File: config.mk
export PLATFORM = sky130hd
export DESIGN_NAME = vga_tile_reader_flat
export DESIGN_NICKNAME = d
export VERILOG_FILES = /design/src/rtl/vga_tile_reader_pkg.sv /design/src/rtl/vga_tile_reader_if.sv /design/src/rtl/vga_tile_reader_timing.sv /design/src/rtl/vga_tile_reader.sv /design/src/flat_wrapper.sv
export SDC_FILE = /design/constraint.sdc
export NUM_CORES = 1
export LEC_CHECK = 0
export BUFFER_PORTS_ARGS = -buffer_cell sky130_fd_sc_hd__buf_2
export CAP_MARGIN = 10
export CORE_ASPECT_RATIO = 0.7
export CORE_MARGIN = 2
export CORE_UTILIZATION = 38
export DETAILED_ROUTE_END_ITERATION = 12
export HOLD_SLACK_MARGIN = 0.02
export PLACE_DENSITY_LB_ADDON = 0.2
export SLEW_MARGIN = 20
export SYNTH_ARGS = -nofsm -noshare
export SYNTH_HDL_FRONTEND = slang
export SYNTH_SLANG_ARGS = --single-unit
File: constraint.sdc
create_clock -name clk -period 2.5 [get_ports clk]
set_input_delay 0 -clock clk [delete_from_list [all_inputs] [get_ports clk]]
set_output_delay 0 -clock clk [all_outputs]
set_load 0.01 [all_outputs]
File: src/rtl/vga_tile_reader_pkg.sv
// Shared types, colours and default 640x480@60 timing for the snake VGA path.
// GRID_OVERLAY_EN (optional) selects the grid colour path in vga_tile_reader.
package snake_pkg;

    typedef enum logic [1:0] {
        EMPTY = 2'd0,
        BODY  = 2'd1,
        HEAD  = 2'd2,
        FOOD  = 2'd3
    } tile_t;

    typedef struct packed {
        logic [3:0] r;
        logic [3:0] g;
        logic [3:0] b;
    } rgb_t;

    typedef struct packed {
        logic vis;
        logic hs;
        logic vs;
        logic first;
    } pix_s1_t;

    localparam rgb_t COL_EMPTY = 12'h000;
    localparam rgb_t COL_BODY  = 12'h0F0;
    localparam rgb_t COL_HEAD  = 12'hFF0;
    localparam rgb_t COL_FOOD  = 12'hF00;
    localparam rgb_t COL_GRID  = 12'h333;

    localparam int DEF_H_VIS  = 640;
    localparam int DEF_H_FP   = 16;
    localparam int DEF_H_SYNC = 96;
    localparam int DEF_H_BP   = 48;
    localparam int DEF_V_VIS  = 480;
    localparam int DEF_V_FP   = 10;
    localparam int DEF_V_SYNC = 2;
    localparam int DEF_V_BP   = 33;

    function automatic rgb_t tile_color(tile_t t);
        rgb_t c;
        c = COL_EMPTY;
        unique case (t)
            EMPTY: c = COL_EMPTY;
            BODY:  c = COL_BODY;
            HEAD:  c = COL_HEAD;
            FOOD:  c = COL_FOOD;
        endcase
        return c;
    endfunction

    // Constant k folds this into a pure shift-add tree.
    function automatic logic [31:0] mul_const(logic [31:0] a, int unsigned k);
        logic [31:0] acc;
        acc = '0;
        for (int i = 0; i < 32; i++) begin
            if (k[i]) acc = acc + (a << i);
        end
        return acc;
    endfunction

endpackage

File: src/rtl/vga_tile_reader_if.sv
// Tile RAM read port plus VGA pin bundle for vga_tile_reader.
interface vga_tile_reader_if #(
    parameter int ADDR_W = 11
);
    logic [ADDR_W-1:0] ram_addr;
    logic [1:0]        ram_rdata;
    logic              hsync;
    logic              vsync;
    logic [3:0]        red;
    logic [3:0]        green;
    logic [3:0]        blue;
    logic              frame_start;

    modport master (
        output ram_addr, hsync, vsync, red, green, blue, frame_start,
        input  ram_rdata
    );

    modport slave (
        input  ram_addr, hsync, vsync, red, green, blue, frame_start,
        output ram_rdata
    );
endinterface

File: src/rtl/vga_tile_reader_timing.sv
// vga_timing: pixel/line counters with visible flag and raw active-low syncs.
module vga_timing
    import snake_pkg::*;
#(
    parameter int H_VIS  = DEF_H_VIS,
    parameter int H_FP   = DEF_H_FP,
    parameter int H_SYNC = DEF_H_SYNC,
    parameter int H_BP   = DEF_H_BP,
    parameter int V_VIS  = DEF_V_VIS,
    parameter int V_FP   = DEF_V_FP,
    parameter int V_SYNC = DEF_V_SYNC,
    parameter int V_BP   = DEF_V_BP,
    localparam int H_TOT = H_VIS + H_FP + H_SYNC + H_BP,
    localparam int V_TOT = V_VIS + V_FP + V_SYNC + V_BP,
    localparam int HW    = $clog2(H_TOT),
    localparam int VW    = $clog2(V_TOT)
) (
    input  logic          clk,
    input  logic          reset,
    input  logic          pix_en,
    output logic [HW-1:0] hcnt,
    output logic [VW-1:0] vcnt,
    output logic          vis,
    output logic          hs_raw,
    output logic          vs_raw
);

    logic [HW-1:0] hcnt_q, hcnt_d;
    logic [VW-1:0] vcnt_q, vcnt_d;

    always_comb begin
        hcnt_d = hcnt_q;
        vcnt_d = vcnt_q;
        if (pix_en) begin
            if (hcnt_q == HW'(H_TOT - 1)) begin
                hcnt_d = '0;
                if (vcnt_q == VW'(V_TOT - 1)) vcnt_d = '0;
                else vcnt_d = vcnt_q + VW'(1);
            end else begin
                hcnt_d = hcnt_q + HW'(1);
            end
        end
    end

    always_ff @(posedge clk) begin
        if (!reset) begin
            hcnt_q <= '0;
            vcnt_q <= '0;
        end else begin
            hcnt_q <= hcnt_d;
            vcnt_q <= vcnt_d;
        end
    end

    assign hcnt   = hcnt_q;
    assign vcnt   = vcnt_q;
    assign vis    = (hcnt_q < HW'(H_VIS)) && (vcnt_q < VW'(V_VIS));
    assign hs_raw = !((hcnt_q >= HW'(H_VIS + H_FP)) &&
                      (hcnt_q <  HW'(H_VIS + H_FP + H_SYNC)));
    assign vs_raw = !((vcnt_q >= VW'(V_VIS + V_FP)) &&
                      (vcnt_q <  VW'(V_VIS + V_FP + V_SYNC)));

endmodule

File: src/rtl/vga_tile_reader.sv
// Streams tile-RAM contents as 640x480 VGA through a 2-tick video pipeline.
// Optional macro GRID_OVERLAY_EN draws a gray grid over empty tiles.
module vga_tile_reader
    import snake_pkg::*;
#(
    parameter int H_VIS      = DEF_H_VIS,
    parameter int H_FP       = DEF_H_FP,
    parameter int H_SYNC     = DEF_H_SYNC,
    parameter int H_BP       = DEF_H_BP,
    parameter int V_VIS      = DEF_V_VIS,
    parameter int V_FP       = DEF_V_FP,
    parameter int V_SYNC     = DEF_V_SYNC,
    parameter int V_BP       = DEF_V_BP,
    parameter int TILE_SHIFT = 4,
    parameter int ADDR_W     = 11
) (
    input  logic               clk,
    input  logic               reset,
    input  logic               pix_en,
    vga_tile_reader_if.master  bus
);

    localparam int H_TOT = H_VIS + H_FP + H_SYNC + H_BP;
    localparam int V_TOT = V_VIS + V_FP + V_SYNC + V_BP;
    localparam int HW    = $clog2(H_TOT);
    localparam int VW    = $clog2(V_TOT);
    localparam int unsigned TPR = H_VIS >> TILE_SHIFT;

    logic [HW-1:0] hcnt;
    logic [VW-1:0] vcnt;
    logic          vis;
    logic          hs_raw;
    logic          vs_raw;

    vga_timing #(
        .H_VIS (H_VIS),  .H_FP (H_FP), .H_SYNC (H_SYNC), .H_BP (H_BP),
        .V_VIS (V_VIS),  .V_FP (V_FP), .V_SYNC (V_SYNC), .V_BP (V_BP)
    ) u_timing (
        .clk    (clk),
        .reset  (reset),
        .pix_en (pix_en),
        .hcnt   (hcnt),
        .vcnt   (vcnt),
        .vis    (vis),
        .hs_raw (hs_raw),
        .vs_raw (vs_raw)
    );

    logic [ADDR_W-1:0] addr_c;
    assign addr_c = ADDR_W'(mul_const(32'(vcnt >> TILE_SHIFT), TPR)
                            + 32'(hcnt >> TILE_SHIFT));

    pix_s1_t           s1_q, s1_d;
    logic [ADDR_W-1:0] ram_addr_q, ram_addr_d;
    logic              hsync_q, hsync_d;
    logic              vsync_q, vsync_d;
    rgb_t              rgb_q, rgb_d;
    logic              frame_start_q, frame_start_d;

`ifdef GRID_OVERLAY_EN
    logic grid_q, grid_d;
    logic grid_c;
    assign grid_c = (hcnt[TILE_SHIFT-1:0] == '0) ||
                    (vcnt[TILE_SHIFT-1:0] == '0);
`endif

    always_comb begin
        s1_d          = s1_q;
        ram_addr_d    = ram_addr_q;
        hsync_d       = hsync_q;
        vsync_d       = vsync_q;
        rgb_d         = rgb_q;
        frame_start_d = 1'b0;
`ifdef GRID_OVERLAY_EN
        grid_d        = grid_q;
`endif
        if (pix_en) begin
            s1_d.vis   = vis;
            s1_d.hs    = hs_raw;
            s1_d.vs    = vs_raw;
            s1_d.first = (hcnt == '0) && (vcnt == '0);
            // Off-screen the address freezes so the RAM port stays quiet.
            if (vis) ram_addr_d = addr_c;
            hsync_d       = s1_q.hs;
            vsync_d       = s1_q.vs;
            rgb_d         = s1_q.vis ? tile_color(tile_t'(bus.ram_rdata))
                                     : COL_EMPTY;
            frame_start_d = s1_q.first;
`ifdef GRID_OVERLAY_EN
            grid_d = grid_c;
            if (s1_q.vis && grid_q && (tile_t'(bus.ram_rdata) == EMPTY))
                rgb_d = COL_GRID;
`endif
        end
    end

    always_ff @(posedge clk) begin
        if (!reset) begin
            s1_q          <= '{vis: 1'b0, hs: 1'b1, vs: 1'b1, first: 1'b0};
            ram_addr_q    <= '0;
            hsync_q       <= 1'b1;
            vsync_q       <= 1'b1;
            rgb_q         <= COL_EMPTY;
            frame_start_q <= 1'b0;
`ifdef GRID_OVERLAY_EN
            grid_q        <= 1'b0;
`endif
        end else begin
            s1_q          <= s1_d;
            ram_addr_q    <= ram_addr_d;
            hsync_q       <= hsync_d;
            vsync_q       <= vsync_d;
            rgb_q         <= rgb_d;
            frame_start_q <= frame_start_d;
`ifdef GRID_OVERLAY_EN
            grid_q        <= grid_d;
`endif
        end
    end

    assign bus.ram_addr    = ram_addr_q;
    assign bus.hsync       = hsync_q;
    assign bus.vsync       = vsync_q;
    assign bus.red         = rgb_q.r;
    assign bus.green       = rgb_q.g;
    assign bus.blue        = rgb_q.b;
    assign bus.frame_start = frame_start_q;

endmodule

File: src/flat_wrapper.sv
// flat-port wrapper written by rule: the top's interface ports become plain ports
module vga_tile_reader_flat import snake_pkg::*;
#(
    parameter int H_VIS      = DEF_H_VIS,
    parameter int H_FP       = DEF_H_FP,
    parameter int H_SYNC     = DEF_H_SYNC,
    parameter int H_BP       = DEF_H_BP,
    parameter int V_VIS      = DEF_V_VIS,
    parameter int V_FP       = DEF_V_FP,
    parameter int V_SYNC     = DEF_V_SYNC,
    parameter int V_BP       = DEF_V_BP,
    parameter int TILE_SHIFT = 4,
    parameter int ADDR_W     = 11
)
  (clk, reset, pix_en, bus_ram_addr, bus_hsync, bus_vsync, bus_red, bus_green, bus_blue, bus_frame_start, bus_ram_rdata);
  vga_tile_reader_if #(.ADDR_W(ADDR_W)) bus_i ();
  input  logic clk;
  input  logic reset;
  input  logic pix_en;
  output wire logic [$bits(bus_i.ram_addr)-1:0] bus_ram_addr;
  output wire logic [$bits(bus_i.hsync)-1:0] bus_hsync;
  output wire logic [$bits(bus_i.vsync)-1:0] bus_vsync;
  output wire logic [$bits(bus_i.red)-1:0] bus_red;
  output wire logic [$bits(bus_i.green)-1:0] bus_green;
  output wire logic [$bits(bus_i.blue)-1:0] bus_blue;
  output wire logic [$bits(bus_i.frame_start)-1:0] bus_frame_start;
  input wire logic [$bits(bus_i.ram_rdata)-1:0] bus_ram_rdata;
  assign bus_ram_addr = bus_i.ram_addr;
  assign bus_hsync = bus_i.hsync;
  assign bus_vsync = bus_i.vsync;
  assign bus_red = bus_i.red;
  assign bus_green = bus_i.green;
  assign bus_blue = bus_i.blue;
  assign bus_frame_start = bus_i.frame_start;
  assign bus_i.ram_rdata = bus_ram_rdata;
  vga_tile_reader #(.H_VIS(H_VIS), .H_FP(H_FP), .H_SYNC(H_SYNC), .H_BP(H_BP), .V_VIS(V_VIS), .V_FP(V_FP), .V_SYNC(V_SYNC), .V_BP(V_BP), .TILE_SHIFT(TILE_SHIFT), .ADDR_W(ADDR_W)) u_core (.clk(clk), .reset(reset), .pix_en(pix_en), .bus(bus_i));
endmodule
Word-level counts from Yosys, hierarchy flattened --
Cells that the tools add are included. Widths: inputs -> output; s select.
Storage, ports and cells: bits in registers 50, input bits 5, output and inout port bits 26
Cells by class: add/sub/neg operators 4, order comparisons 6, equal/unequal tests 5, muxes and demuxes 4, reduce and logical (&&, ||, !) cells 12
Operator list (count):
- $pmux 12 s4 | 1
- $add 10x1->10 const B | 2
- $eq 10x10->1 const B | 2
- $logic_not 10->1 | 2
- $lt 10x10->1 const B | 2
- $lt 10x9->1 const B | 2
- $mux 10 | 2
- $mux 12 | 1
- $add 11x6->11 | 1
- $add 9x11->11 | 1
- $ge 10x10->1 const B | 1
- $ge 10x9->1 const B | 1
- $reduce_and 2->1 | 3
- $eq 2x2->1 const B | 2
- $logic_and 1x1->1 | 4
- $eq 2x1->1 const B | 1
- $logic_not 1->1 | 2
- $logic_not 2->1 | 1

Longest topological paths before layout --
word-level depth 3, gate-level depth with buffers 9

By module --
A second synthesis with hierarchy kept.
Unflattened totals: cell total of the unflattened synthesis 266, area, all modules 2301.0 µm²
Modules (own cells, without submodules):
- vga_tile_reader | times used 1, cells each 138, area each 1221.2 µm², seq. area each 400.4 µm²
- vga_timing | times used 1, cells each 128, area each 1079.8 µm², seq. area each 400.4 µm²

Worst setup path before layout --
OpenSTA, ideal clock, no wires.
kind register to register, start point register u_core.u_timing.vcnt_q[6], in the netlist u_core.u_timing.vcnt[6], end point register u_core.ram_addr_q[10], in the netlist u_core.bus.ram_addr[10], setup time 129 ps, arrival time 2332 ps, slack 39 ps, cell stages (with the launch flop) 10, buffers on the path 1, clock period less this slack 2461 ps, path through dfxtp_1 -> clkbuf_1 -> inv_1 -> fa_1 -> inv_1 -> fa_1 -> a21o_1 -> a311o_1 -> a21oi_1 -> o41ai_1
Between the ends: cells in the longest elaborated chain, start to end 3
RTL lines:
- start, declared | line vga_tile_reader_timing.sv:29 | logic [VW-1:0] vcnt_q, vcnt_d;
- start signal, assigned | line vga_tile_reader_timing.sv:51 | vcnt_q <= vcnt_d;
- parallel branches: the longest is 3 deep, another holds $add 9x11->11
- end signal, assigned | line vga_tile_reader.sv:110 | ram_addr_q <= ram_addr_d;
- end, declared | line vga_tile_reader.sv:54 | logic [ADDR_W-1:0] ram_addr_q, ram_addr_d;
Parallel ways; which one is timed is not known. A chain may end at the register's enable or synchronous reset.

Worst setup path in the final report --
start point register u_core.u_timing.vcnt_q[4], in the netlist u_core.u_timing.vcnt[4], end point register u_core.ram_addr_q[10], in the netlist u_core.bus.ram_addr[10]
The elaborated chain is that of the path after synthesis.

==> results.yml <==
route:
  num_vias: 1765
  drt_first_pass_iters: 4
  drtAntennaViolNets: 0
  routed_wl_um: 4550
  initialDrtViolationCount: 90
  detail_routed_net_length_per_standard_cell_um: 12.9
  drt-vias-per-instance: 4.99
  drc_errors: 0
worst_setup_path:
  cp_cell_sequence: "inv_1, fa_1, inv_1, fa_1, a21o_1, a311o_1, a21oi_1, o41ai_1"
  worstRegToRegCells: 8
  cp.arrival_ps: 2510
  nature_of_the_critical_path_startpoint: "flip-flop"
  cp_slowest_stage_delay_ps: 520
  crit_path_top_delay_cell: "sky130_fd_sc_hd__fa_1"
  worstPathBufferInverterCount: 2
  critPathKind: "flip-flop to flip-flop"
  crit_cells: 8
  dominant_delay_contributor_by_cell_family_on_the_critical_path: "adder cells"
  critical_path_required_ps: 2660
  critical_path_peak_fanout: 3
  worst_setup_path_end_kind: "flip-flop"
clock_tree:
  cts_hold_repair.buffers: 0
  clk_root_buffer_cell: "sky130_fd_sc_hd__clkbuf_8"
  clockBufferDepth: 2
  cts_tree: "built"
  clkSlewWorstSetupHoldPaths_ps: 80
  tritoncts_num_sinks: 40
  insertion_delay_ps: 290
  cts_resized: 0
  postCtsSetupRepairBufs: 0
  htree_num_levels: 2
  cts-buffers-inserted: 5
floorplanning:
  die-width_um: 95.1
  num_io_pins: 31
  floorplan.die.height_um: 67.8
  design.core.area_sq_mm: 0.00567
  initial_core_util: 0.390
  die_area_sq_mm: 0.00645
  rows: 23
cells_and_area:
  register_area_sq_um: 801
  drive_above_1_share: 0.179
  footprint_of_the_multi_input_gates_sq_mm: 0.00124
  final_cell_count_no_fill: 354
  nFillCells: 580
  area.growth.synth_to_final_pct: 12.7
  num_antenna_cells: 0
  nets: 303
placement:
  place_inst: 346
  detailedPlace.worstSlack_ps: 154
  place_congestion: 0.875
  dp_hpwl_um: 3390
  numPortBuffers: 26
global_route:
  grt_pass1_vias: 1507
  grt_pass1_wl_um: 7670
  grt-ovfl-total: 0
  largest_net_degree_at_the_start_of_global_routing: 22
  initial_antenna_violation_count: 0
  grt.total_usage: 0.156
sta:
  whs_ps: 23.4
  final.period_utilization: 0.940
  layout_min_cycle_time_ps: 2350
  maxSlewViolCount: 0
  slew_headroom: 0.545
  skew_ps: 4.71
  setup_slack_ps: 149
  setup_total_negative_slack_ps: 0
  max_freq_ghz: 0.425
  finalSetupViolations: 0
  rsz_0062_raised_after_global_routing: "no"
  max_slew.worst_pin.slew_ps: 682
  hold_viol: 0
worst_hold_path:
  hold_path_class: "input port to flip-flop"
  min_delay_path_depth: 2
power_and_ir_drop:
  post-layout-total-power_mw: 1.26
  pwr_density_mw_per_mm2: 506
  power.static_leakage_nw: 1.14
  power.ir.vdd_worst_mv: 0.208
logic_synthesis:
  ys.flop_type: "sky130_fd_sc_hd__dfxtp_1"
  post_synthesis_sequential_area_ratio: 0.363
  synthesis.area_sq_mm: 0.00221
  ys_async_rst_share: 0
  post_synth_inst_count: 255
  synth_top_cell_by_area: "sky130_fd_sc_hd__dfxtp_1"
  synthMostInstantiatedCell: "sky130_fd_sc_hd__dfxtp_1"
  post-synth-top-area-fraction: 0.363
  postSynthAreaPerCell_sq_um: 8.66
  synth.top_cells.by_area: "sky130_fd_sc_hd__dfxtp_1 36%, sky130_fd_sc_hd__ha_1 10%, sky130_fd_sc_hd__nand2_1 4.6%"
  synth_enable_flop_cells: 0
  yosys_warnings: 0
  ys_seq_elements: 40
  netlist_top_cells_count: "40 x sky130_fd_sc_hd__dfxtp_1, 27 x sky130_fd_sc_hd__nand2_1, 24 x sky130_fd_sc_hd__nor2_1"
  synth.distinct_cells: 47
flow_run:
  drv_cap: 0
status:
  outcome: "completed"
sequential cells by signal (all words and copies together), names as in the netlist:
signal and cells:
u_core.bus.frame_start 1, u_core.bus.green 1, u_core.bus.hsync 1, u_core.bus.ram_addr 11, u_core.bus.red 1, u_core.bus.vsync 1, u_core.s1_q 4, u_core.u_timing.hcnt 10
u_core.u_timing.vcnt 10
layout by cell type, fill, tap and decap left out, drive strengths merged, types with 2 or more instances in the layout:
| cell type | count |
|---|---|
| ha | 18 |
| fa | 2 |
| a211o | 4 |
| buf | 34 |
| nor2 | 24 |
| dfxtp | 40 |
| nand4bb | 2 |
| o41ai | 2 |
| o21ai | 6 |
| nor4 | 7 |
| nand2 | 27 |
| a21oi | 18 |
| nor3 | 2 |
| clkbuf | 5 |
| and4 | 2 |
| a21o | 2 |
| inv | 15 |
| xor2 | 5 |
| or3 | 4 |
| and3 | 4 |
| xnor2 | 9 |
| conb | 4 |
| nor2b | 2 |
| mux2i | 3 |
| nand3 | 12 |
| and2 | 2 |
| a211oi | 2 |
| nand4 | 6 |
path summary, 6_finish.rpt:
path | end | slack (ps) | startpoint
setup reg to reg | u_core.bus.ram_addr[10] | 150 | u_core.u_timing.vcnt[4]
hold reg to reg | u_core.bus.ram_addr[8] | 450 | u_core.bus.ram_addr[8]
setup / recovery | u_core.bus.ram_addr[10] | 150 | u_core.u_timing.vcnt[4]
hold / removal | u_core.bus.hsync | 20 | reset
per-stage QoR:
step / area (sq um) / utilization
3_5_place_dp: 2380 / 0.420
4_1_cts: 2490 / 0.439
6_report: 2490 / 0.439
2_1_floorplan: 2220 / -
3_3_place_gp: 2380 / 0.420
5_1_grt: 2490 / 0.439
power by group:
group / internal, mW / total [mW] / switching [mW]
Combinational: 0.0242 / 0.0695 / 0.0453
Sequential: 0.646 / 0.653 / 0.00697
Clock: 0.296 / 0.537 / 0.241
Total: 0.966 / 1.26 / 0.293
routing by layer:
metal	global-route usage	routed length (um)
met1	0.250	2550
met2	0.202	1760
met3	0.0391	232
met4	0.0290	11
met5	0	0
logic make-up after synthesis:
logic type,count (synthesis),share of synthesized area
simple gates,100,0.239
compound gates,41,0.126
flops,40,0.363
buf+inv,36,0.0821
fa+ha+maj,20,0.120
xor+xnor,14,0.0555
mux,3,0.0136
other cells,1,0.00170
final cells by class:
cell class              count  area share
well taps                  75      0.0377
clock inverters             3      0.0171
multi-input cells         182       0.497
flip-flops and latches     40       0.322
repair buffers             34      0.0764
clock buffers               5      0.0276
inverters                  15      0.0226
Power figures use the tool's default switching activity.
